--- src/rtl/wb_pkg.sv ---
// Shared types for the write-back stage: source codes matching the
// write-back mux select pin, and the default datapath widths.
package wb_pkg;

    localparam int XLEN = 32;
    localparam int RW   = 5;

    typedef enum logic [2:0] {
        SRC_NONE = 3'b000,
        SRC_ALU  = 3'b001,
        SRC_MEM  = 3'b010,
        SRC_MDU  = 3'b011
    } src_e;

    localparam int IDX_ALU = 0;
    localparam int IDX_MEM = 1;
    localparam int IDX_MDU = 2;

    function automatic src_e idx_to_src(input int idx);
        case (idx)
            IDX_ALU: return SRC_ALU;
            IDX_MEM: return SRC_MEM;
            IDX_MDU: return SRC_MDU;
            default: return SRC_NONE;
        endcase
    endfunction

endpackage

--- src/rtl/wb_arbiter_rr_arb3.sv ---
// Three-way round-robin picker: bit 0 ALU, bit 1 MEM, bit 2 MDU.
// The search begins at the source after last_q; last_d is the pointer update.
module rr_arb3
    import wb_pkg::*;
(
    input  logic [2:0] elig,
    input  src_e       last_q,
    output logic [2:0] gnt,
    output src_e       last_d
);

    logic [1:0] base_idx;

    always_comb begin
        case (last_q)
            SRC_ALU: base_idx = 2'd0;
            SRC_MEM: base_idx = 2'd1;
            default: base_idx = 2'd2;
        endcase
    end

    always_comb begin
        gnt    = '0;
        last_d = last_q;
        for (int i = 1; i <= 3; i++) begin
            int idx;
            idx = (int'(base_idx) + i) % 3;
            if (gnt == 3'b000 && elig[idx]) begin
                gnt[idx] = 1'b1;
                last_d   = idx_to_src(idx);
            end
        end
    end

endmodule

--- src/rtl/wb_arbiter.sv ---
// Register-file write-port arbiter: shares one write port between ALU, MEM
// and MDU with round-robin selection and a WAW guard on the ALU.
module wb_arbiter #(
    parameter int XLEN = wb_pkg::XLEN,
    parameter int RW   = wb_pkg::RW
) (
    input  logic            clk,
    input  logic            rst,
    input  logic            alu_valid,
    input  logic [RW-1:0]   alu_rd,
    input  logic [XLEN-1:0] alu_data,
    output logic            alu_ready,
    input  logic            mem_valid,
    input  logic [RW-1:0]   mem_rd,
    input  logic [XLEN-1:0] mem_data,
    output logic            mem_ready,
    input  logic            mdu_valid,
    input  logic [RW-1:0]   mdu_rd,
    input  logic [XLEN-1:0] mdu_data,
    output logic            mdu_ready,
    output logic            rf_we,
    output logic [RW-1:0]   rf_waddr,
    output logic [XLEN-1:0] rf_wdata,
    output logic [2:0]      wb_sel,
    output logic            stall
);
    import wb_pkg::*;

    logic            alu_blk;
    logic [2:0]      valid_vec;
    logic [2:0]      elig;
    logic [2:0]      gnt;
    src_e            last_q, last_d;

    logic [RW-1:0]   win_rd;
    logic [XLEN-1:0] win_data;
    src_e            win_src;

    logic            rf_we_q, rf_we_d;
    logic [RW-1:0]   rf_waddr_q, rf_waddr_d;
    logic [XLEN-1:0] rf_wdata_q, rf_wdata_d;
    src_e            wb_sel_q, wb_sel_d;

    // An older long-latency result to the same nonzero rd must land first.
    always_comb begin
        alu_blk = (alu_rd != '0) &&
                  ((mem_valid && (alu_rd == mem_rd)) ||
                   (mdu_valid && (alu_rd == mdu_rd)));
    end

    always_comb begin
        valid_vec = {mdu_valid, mem_valid, alu_valid};
        elig      = rst ? 3'b000 : {mdu_valid, mem_valid, alu_valid && !alu_blk};
    end

    rr_arb3 u_rr_arb3 (
        .elig   (elig),
        .last_q (last_q),
        .gnt    (gnt),
        .last_d (last_d)
    );

    always_comb begin
        alu_ready = gnt[IDX_ALU];
        mem_ready = gnt[IDX_MEM];
        mdu_ready = gnt[IDX_MDU];
        stall     = !rst && ((valid_vec & ~gnt) != 3'b000);
    end

    always_comb begin
        win_rd   = '0;
        win_data = '0;
        win_src  = SRC_NONE;
        if (gnt[IDX_ALU]) begin
            win_rd   = alu_rd;
            win_data = alu_data;
            win_src  = SRC_ALU;
        end else if (gnt[IDX_MEM]) begin
            win_rd   = mem_rd;
            win_data = mem_data;
            win_src  = SRC_MEM;
        end else if (gnt[IDX_MDU]) begin
            win_rd   = mdu_rd;
            win_data = mdu_data;
            win_src  = SRC_MDU;
        end
    end

    // Writes to x0 are accepted but never reach the register file.
    always_comb begin
        rf_we_d    = 1'b0;
        rf_waddr_d = rf_waddr_q;
        rf_wdata_d = rf_wdata_q;
        wb_sel_d   = SRC_NONE;
        if (win_src != SRC_NONE && win_rd != '0) begin
            rf_we_d    = 1'b1;
            rf_waddr_d = win_rd;
            rf_wdata_d = win_data;
            wb_sel_d   = win_src;
        end
    end

    always_ff @(posedge clk) begin
        if (rst) begin
            last_q     <= SRC_MDU;
            rf_we_q    <= 1'b0;
            rf_waddr_q <= '0;
            rf_wdata_q <= '0;
            wb_sel_q   <= SRC_NONE;
        end else begin
            last_q     <= last_d;
            rf_we_q    <= rf_we_d;
            rf_waddr_q <= rf_waddr_d;
            rf_wdata_q <= rf_wdata_d;
            wb_sel_q   <= wb_sel_d;
        end
    end

    assign rf_we    = rf_we_q;
    assign rf_waddr = rf_waddr_q;
    assign rf_wdata = rf_wdata_q;
    assign wb_sel   = wb_sel_q;

endmodule

--- config.mk ---
export PLATFORM = sky130hd
export DESIGN_NAME = wb_arbiter
export DESIGN_NICKNAME = d
export VERILOG_FILES = /design/src/rtl/wb_pkg.sv /design/src/rtl/wb_arbiter_rr_arb3.sv /design/src/rtl/wb_arbiter.sv
export SDC_FILE = /design/constraint.sdc
export NUM_CORES = 1
export LEC_CHECK = 0
export CAP_MARGIN = 5
export CORE_MARGIN = 2
export CORE_UTILIZATION = 42
export CTS_BUF_LIST = sky130_fd_sc_hd__clkbuf_16
export DETAILED_ROUTE_END_ITERATION = 8
export PLACE_DENSITY = 0.95
export SLEW_MARGIN = 40
export SYNTH_ARGS = -nofsm -noshare
export SYNTH_HDL_FRONTEND = slang
export SYNTH_SLANG_ARGS = --single-unit
--- constraint.sdc ---
create_clock -name clk -period 5.48 [get_ports clk]
set_input_delay 1.096 -clock clk [delete_from_list [all_inputs] [get_ports clk]]
set_output_delay 1.096 -clock clk [all_outputs]
set_load 0.05 [all_outputs]
# Word level (Yosys, flattened, before mapping)
# Index checks and enable logic that the tools add are counted.
# word_totals
regBits,44
# classes
n_mux,36
add_sub_neg,3
reduce_logical,25
div_mod_pow,3
eq_ne,10
bitwise_logic,5
order_cmp,6
# op_table
operator,n
$eq 32x1->1 const B,3
$eq 32x2->1 const B,3
$ge 32x1->1 const B,3
$logic_not 32->1,3
$lt 32x4->1 const B,3
$mod 32x3->32 const B,3
$mux 32,3
$mux 3,7
$pmux 2 s3,3
$mux 5,3
$logic_and 1x1->1,11
$eq 5x5->1,2
$mux 1,10
$reduce_bool 5->1,2
$reduce_bool 3->1,3
$add 2x2->3 const B,2
$bmux 1 s2,3
$demux 1 s2,3
$logic_not 3->1,2
$mux 2,3
$or 3x3->3,2
$pmux 2 s2,1
$add 2x1->3 const B,1
$and 3x3->3,1
7 further kinds,8

# Depth between registers and ports, before layout
# Gate-level depths: netlist of run 1.
# depth
depth_word,24
depth_mapped,15

# By module
# Synthesis of run 1 repeated with hierarchy kept, for this count alone.
# unflattened
cells_unflattened,331
area_unflattened_um2,2836.5
# modules_own_cells
module,cells_per_inst,instances,area_per_inst_um2
wb_arbiter,305,1,2655.0
rr_arb3,26,1,181.4

# Least setup slack after synthesis of run 1
# OpenSTA, ideal clock, no wires.
# synth_path
kind,input-to-output
from,in alu_rd[0]
to,out stall
required_time_ns,4.384
setup_slack_ns,0.304
stages,9
arrival_ns,4.080
path_buffers,0
cell_sequence,or4_1 -> nor2_2 -> or4_4 -> a31o_2 -> o21ai_0 -> nor4b_1 -> a211o_1 -> o22a_1 -> a21oi_1
# synth_between
elab_chain_len,21
elab_cells_between_ends,32
cone_classes,2 x eq/ne; 13 x mux; 4 x bitwise; 13 x reduce/logical
# synth_rtl
element,line_no,text
"start, declared",wb_arbiter.sv:10,"input logic [RW-1:0] alu_rd,"
$eq 5x5->1 (on tied branches),"wb_arbiter.sv:47, wb_arbiter.sv:48",
$logic_and 1x1->1 (on tied branches),"wb_arbiter.sv:47, wb_arbiter.sv:48",
$logic_or 1x1->1,wb_arbiter.sv:47,((mem_valid && (alu_rd == mem_rd)) ||
$logic_and 1x1->1 (*),wb_arbiter.sv:46,alu_blk = (alu_rd != '0) &&
$logic_not 1->1 (*),wb_arbiter.sv:53,"elig = rst ? 3'b000 : {mdu_valid, mem_valid, alu_valid && !alu_blk};"
$logic_and 1x1->1 (*),wb_arbiter.sv:53,
$mux 3 (*),wb_arbiter.sv:53,
$bmux 1 s2,wb_arbiter_rr_arb3.sv:28,if (gnt == 3'b000 && elig[idx]) begin
(+6 left out),--,
$logic_not 3->1,wb_arbiter_rr_arb3.sv:28,
$logic_and 1x1->1,wb_arbiter_rr_arb3.sv:28,
$mux 3 (*),wb_arbiter_rr_arb3.sv:28,
named net mdu_ready,wb_arbiter.sv:20,"output logic mdu_ready,"
$not 3->3 (*),wb_arbiter.sv:67,stall = !rst && ((valid_vec & ~gnt) != 3'b000);
$and 3x3->3 (*),wb_arbiter.sv:67,
$reduce_bool 3->1 (*),wb_arbiter.sv:67,
$logic_and 1x1->1 (*),wb_arbiter.sv:67,
"end, declared",wb_arbiter.sv:25,output logic stall
# Mark *: on every way through the listed nets, which the timed path passes. The rest lies on a longest branch. The select of a mux whose other input is x is not followed.

# Final worst setup path of run 1
# layout_path
from,in alu_rd[1]
to,out stall
# layout_between
elab_chain_len,21
elab_cells_between_ends,32
cone_classes,2 x eq/ne; 13 x mux; 4 x bitwise; 13 x reduce/logical
# layout_rtl
element,line_no
$eq 5x5->1 (on tied branches),"wb_arbiter.sv:47, wb_arbiter.sv:48"
$logic_and 1x1->1 (on tied branches),"wb_arbiter.sv:47, wb_arbiter.sv:48"
$logic_or 1x1->1,wb_arbiter.sv:47
$logic_and 1x1->1 (*),wb_arbiter.sv:46
$logic_not 1->1 (*),wb_arbiter.sv:53
$logic_and 1x1->1 (*),wb_arbiter.sv:53
$mux 3 (*),wb_arbiter.sv:53
$bmux 1 s2,wb_arbiter_rr_arb3.sv:28
(+5 left out),--
$mux 3,wb_arbiter_rr_arb3.sv:28
$logic_not 3->1,wb_arbiter_rr_arb3.sv:28
$logic_and 1x1->1,wb_arbiter_rr_arb3.sv:28
$mux 3 (*),wb_arbiter_rr_arb3.sv:28
$not 3->3 (*),wb_arbiter.sv:67
$and 3x3->3 (*),wb_arbiter.sv:67
$reduce_bool 3->1 (*),wb_arbiter.sv:67
$logic_and 1x1->1 (*),wb_arbiter.sv:67
# Every way passes the cells marked *; elsewhere a longest branch is shown, timed or not. The select of a mux whose other input is x is not followed.

==> reports/results.ini, run 1 <==
[outcome]
outcome=finished clean

[clocking]
clockBufferDepth=2
cts_tree=yes
cts-resized-gates=0
post_cts_buffers=0
holdBufCountCts=0
cts_buffers=5
clock-root-buffer=clkbuf_16
h-tree-depth=2
cts.clk_slew.worst_paths_ns=0.05
clk_latency_ns=0.28
clock-sinks=42

[synthesis]
synth_top_flop_cell=dfxtp_1
avgSynthCellArea_um2=8.85
synth_top_family_by_area=compound AO/OA/AOI/OAI gates
synth_cell_types=44
ys_seq_elements=42
synthTopCellsByArea=dfxtp_1 (30%), a221o_1 (13%), mux2i_1 (11%)
yosysTopAreaCell=dfxtp_1
synth_compound_area_share_pct=29.8
yosysSeqAreaShare_pct=30.2
ys_warn_count=0
synth_nets=435
synthMuxAreaShare_pct=11.5
synthAdderAreaFrac_pct=1.80
yosys.area.top_type_share_pct=30.2
synthMostInstantiatedCell=dfxtp_1
synth-simple-area-share_pct=16.7
synthTopCellsByCount=dfxtp_1 (42), a221o_1 (36), o21ai_0 (36), nand2b_1 (33), mux2i_1 (32)
synthCells=315
netlist_area_mm2=0.00279
synthXorXnorAreaFrac_pct=3.14
synth_edf_count=0
synthArstFlopShare_pct=0

[routing]
num_vias=3141
wl_per_cell_um=17.5
ant_nets=0
wl_mm=9.46
drc=0
drtPass1Iterations=7
drt_iter0_drc=137
viasPerCell=5.81

[sta]
fin_setup_tns_ns=0
finalHoldViolations=0
setup_violations=0
fin_crit_sh_pct=97.1
worst_pin_slew_ns=0.666
setup_slack_ns=0.161
clock_skew_ns=0.00935
timing.final.crit_period_ns=5.32
drv_slew=0
relSlewSlack_pct=55.6
timing.hold.ws_ns=0.477
rsz0062_at_grt=no
max_clock_freq_mhz=188

[cells_and_area]
drive_gt1_share_pct=7.11
diodes=0
synthToLayoutAreaGrowth_pct=64.9
n_fill_cell=498
nets=584

[critical_path]
critPathCaptureType=output pin
path_max_fanout=7
cp_top_family=simple AND/OR/NAND/NOR gates
required_ns=4.38
cp.arrival_ns=4.22
critPathBufInv=2
crit_path_max_incr_delay_ns=0.58
critPathKind=input port to output pin
startpoint=alu_rd[1]
r2r_setup_slack_ns=1.94
path_cells=clkdlybuf4s50_1 > or4_1 > nor2_2 > or4_4 > nand3_1 > and2_1 > nor4b_1 > a211o_1 > o22a_1 > a21oi_1 > buf_12
slowest_stage=or4_1
r2r-start=last_q[0]$_SDFFE_PP1P_
crit_path_start_kind=input port

[power_and_ir_drop]
power_density_mw_per_mm2=561
leakage_nw=1.76
irDropWorstVdd_mv=0.501

[global_routing]
grt_pass1_vias=3139
grt_max_degree=45
track_usage_pct=25.6
grt_pass1_wl_mm=15.1
antenna_found_initial=0
grt.overflow.total=0

[floorplanning]
io_pins=161
core-area_mm2=0.00639
initial_core_util_pct=43.7
row_count=29
die_y_um=85.5
fp.dieArea_mm2=0.00731
dieWidth_um=85.5

[flow_run]
cap_viol_max_count=0

[place]
portBuffers=159
post-place-ws_ns=0.246
hpwl_mm=7.17
place_congestion=0.898

[min_path]
hold_path.class=flop to flop
hp-start=rf_wdata[3]$_SDFFE_PP0P_

==> through the flow <==
| step | total power, W | utilization, % | cells | instance area (um^2) |
|---|---|---|---|---|
| after floorplan | 0.00178 | - | 315 | 2790 |
| final | 0.00258 | 72.0 | 541 | 4600 |
| after global routing | 0.00273 | 72.0 | 541 | 4600 |
| after detailed placement | 0.00230 | 69.9 | 534 | 4460 |
| after CTS | 0.00259 | 72.0 | 541 | 4600 |
| after global placement | 0.00225 | 69.7 | 534 | 4450 |
==> cell usage in the layout (no fill, tap or decap), drive strengths merged, types with 3 or more instances in the layout <==
| cell | n |
|---|---|
| ha | 4 |
| nand3b | 3 |
| and2 | 3 |
| nand4 | 6 |
| dfxtp | 42 |
| or4 | 5 |
| clkdlybuf4s50 | 155 |
| nand2b | 33 |
| xnor2 | 8 |
| nand2 | 5 |
| a31o | 3 |
| nand3 | 8 |
| mux2i | 32 |
| o21ai | 40 |
| clkbuf | 5 |
| nor2 | 8 |
| inv | 10 |
| nor3 | 3 |
| a211o | 3 |
| buf | 16 |
| a221o | 36 |
| a21oi | 10 |
| a31oi | 5 |
==> report_power, final <==
group	switching (W)	total [W]	leakage (nW)	internal (W)
sequential	0.0000628	0.000492	0.348	0.000430
clock	0.000117	0.000282	0.0694	0.000165
combinational	0.00107	0.00180	1.34	0.000739
==> kinds of logic after synthesis <==
group | count (synthesis)
AOI/OAI and AO/OA | 109
xor gates and xnor gates | 10
adders and majority gates | 4
buffers and inverters | 39
DFF | 42
muxes | 32
other | 1
and+or+nand+nor | 78
==> worst min-delay path, stage by stage (launching register included) <==
cell and delay, ns:
dfxtp_1 0.31, nand2b_1 0.06, mux2i_1 0.06
==> final timing paths <==
kind / end / cells past startpoint
setup / recovery: stall / 11
hold / removal: rf_wdata[3]$_SDFFE_PP0P_ / 2
setup reg to reg: rf_wdata[14]$_SDFFE_PP0P_ / 12
hold reg to reg: rf_wdata[3]$_SDFFE_PP0P_ / 2
==> final cells by class <==
| class | instances | area (um^2) | area share, % |
|---|---|---|---|
| clock buffer | 5 | 125 | 2.72 |
| tap | 77 | 96.3 | 2.10 |
| multi-input combinational | 234 | 1780 | 38.7 |
| sequential | 42 | 841 | 18.3 |
| timing repair buffer | 171 | 1710 | 37.2 |
| inverter | 10 | 37.5 | 0.817 |
| clock inverter | 2 | 10.0 | 0.218 |
==> layer usage <==
metal	up-vias	global-route usage [%]	wire length [um]
met5	-	0	0
met4	0	7.94	186
met3	18	3.70	633
met2	140	46.4	4880
met1	1487	31.1	3760
li1	1496	-	-
==> registers in the layout, indices dropped and copies added, names as in the netlist <==
signal,flops
rf_wdata,32
rf_waddr,5
last_q,2
wb_sel,2
rf_we,1
(Power assumes the default switching activity.)
==> inputs of run 2 (changes only) <==
--- a/config.mk
+++ b/config.mk
@@ -11,6 +11,7 @@
 export CTS_BUF_LIST = sky130_fd_sc_hd__clkbuf_16
 export DETAILED_ROUTE_END_ITERATION = 8
 export PLACE_DENSITY = 0.95
+export SETUP_SLACK_MARGIN = 0.02
 export SLEW_MARGIN = 40
 export SYNTH_ARGS = -nofsm -noshare
 export SYNTH_HDL_FRONTEND = slang
==> results of run 2 <==
Same layout as run 1: the final DEF is identical, and so are final timing and power.
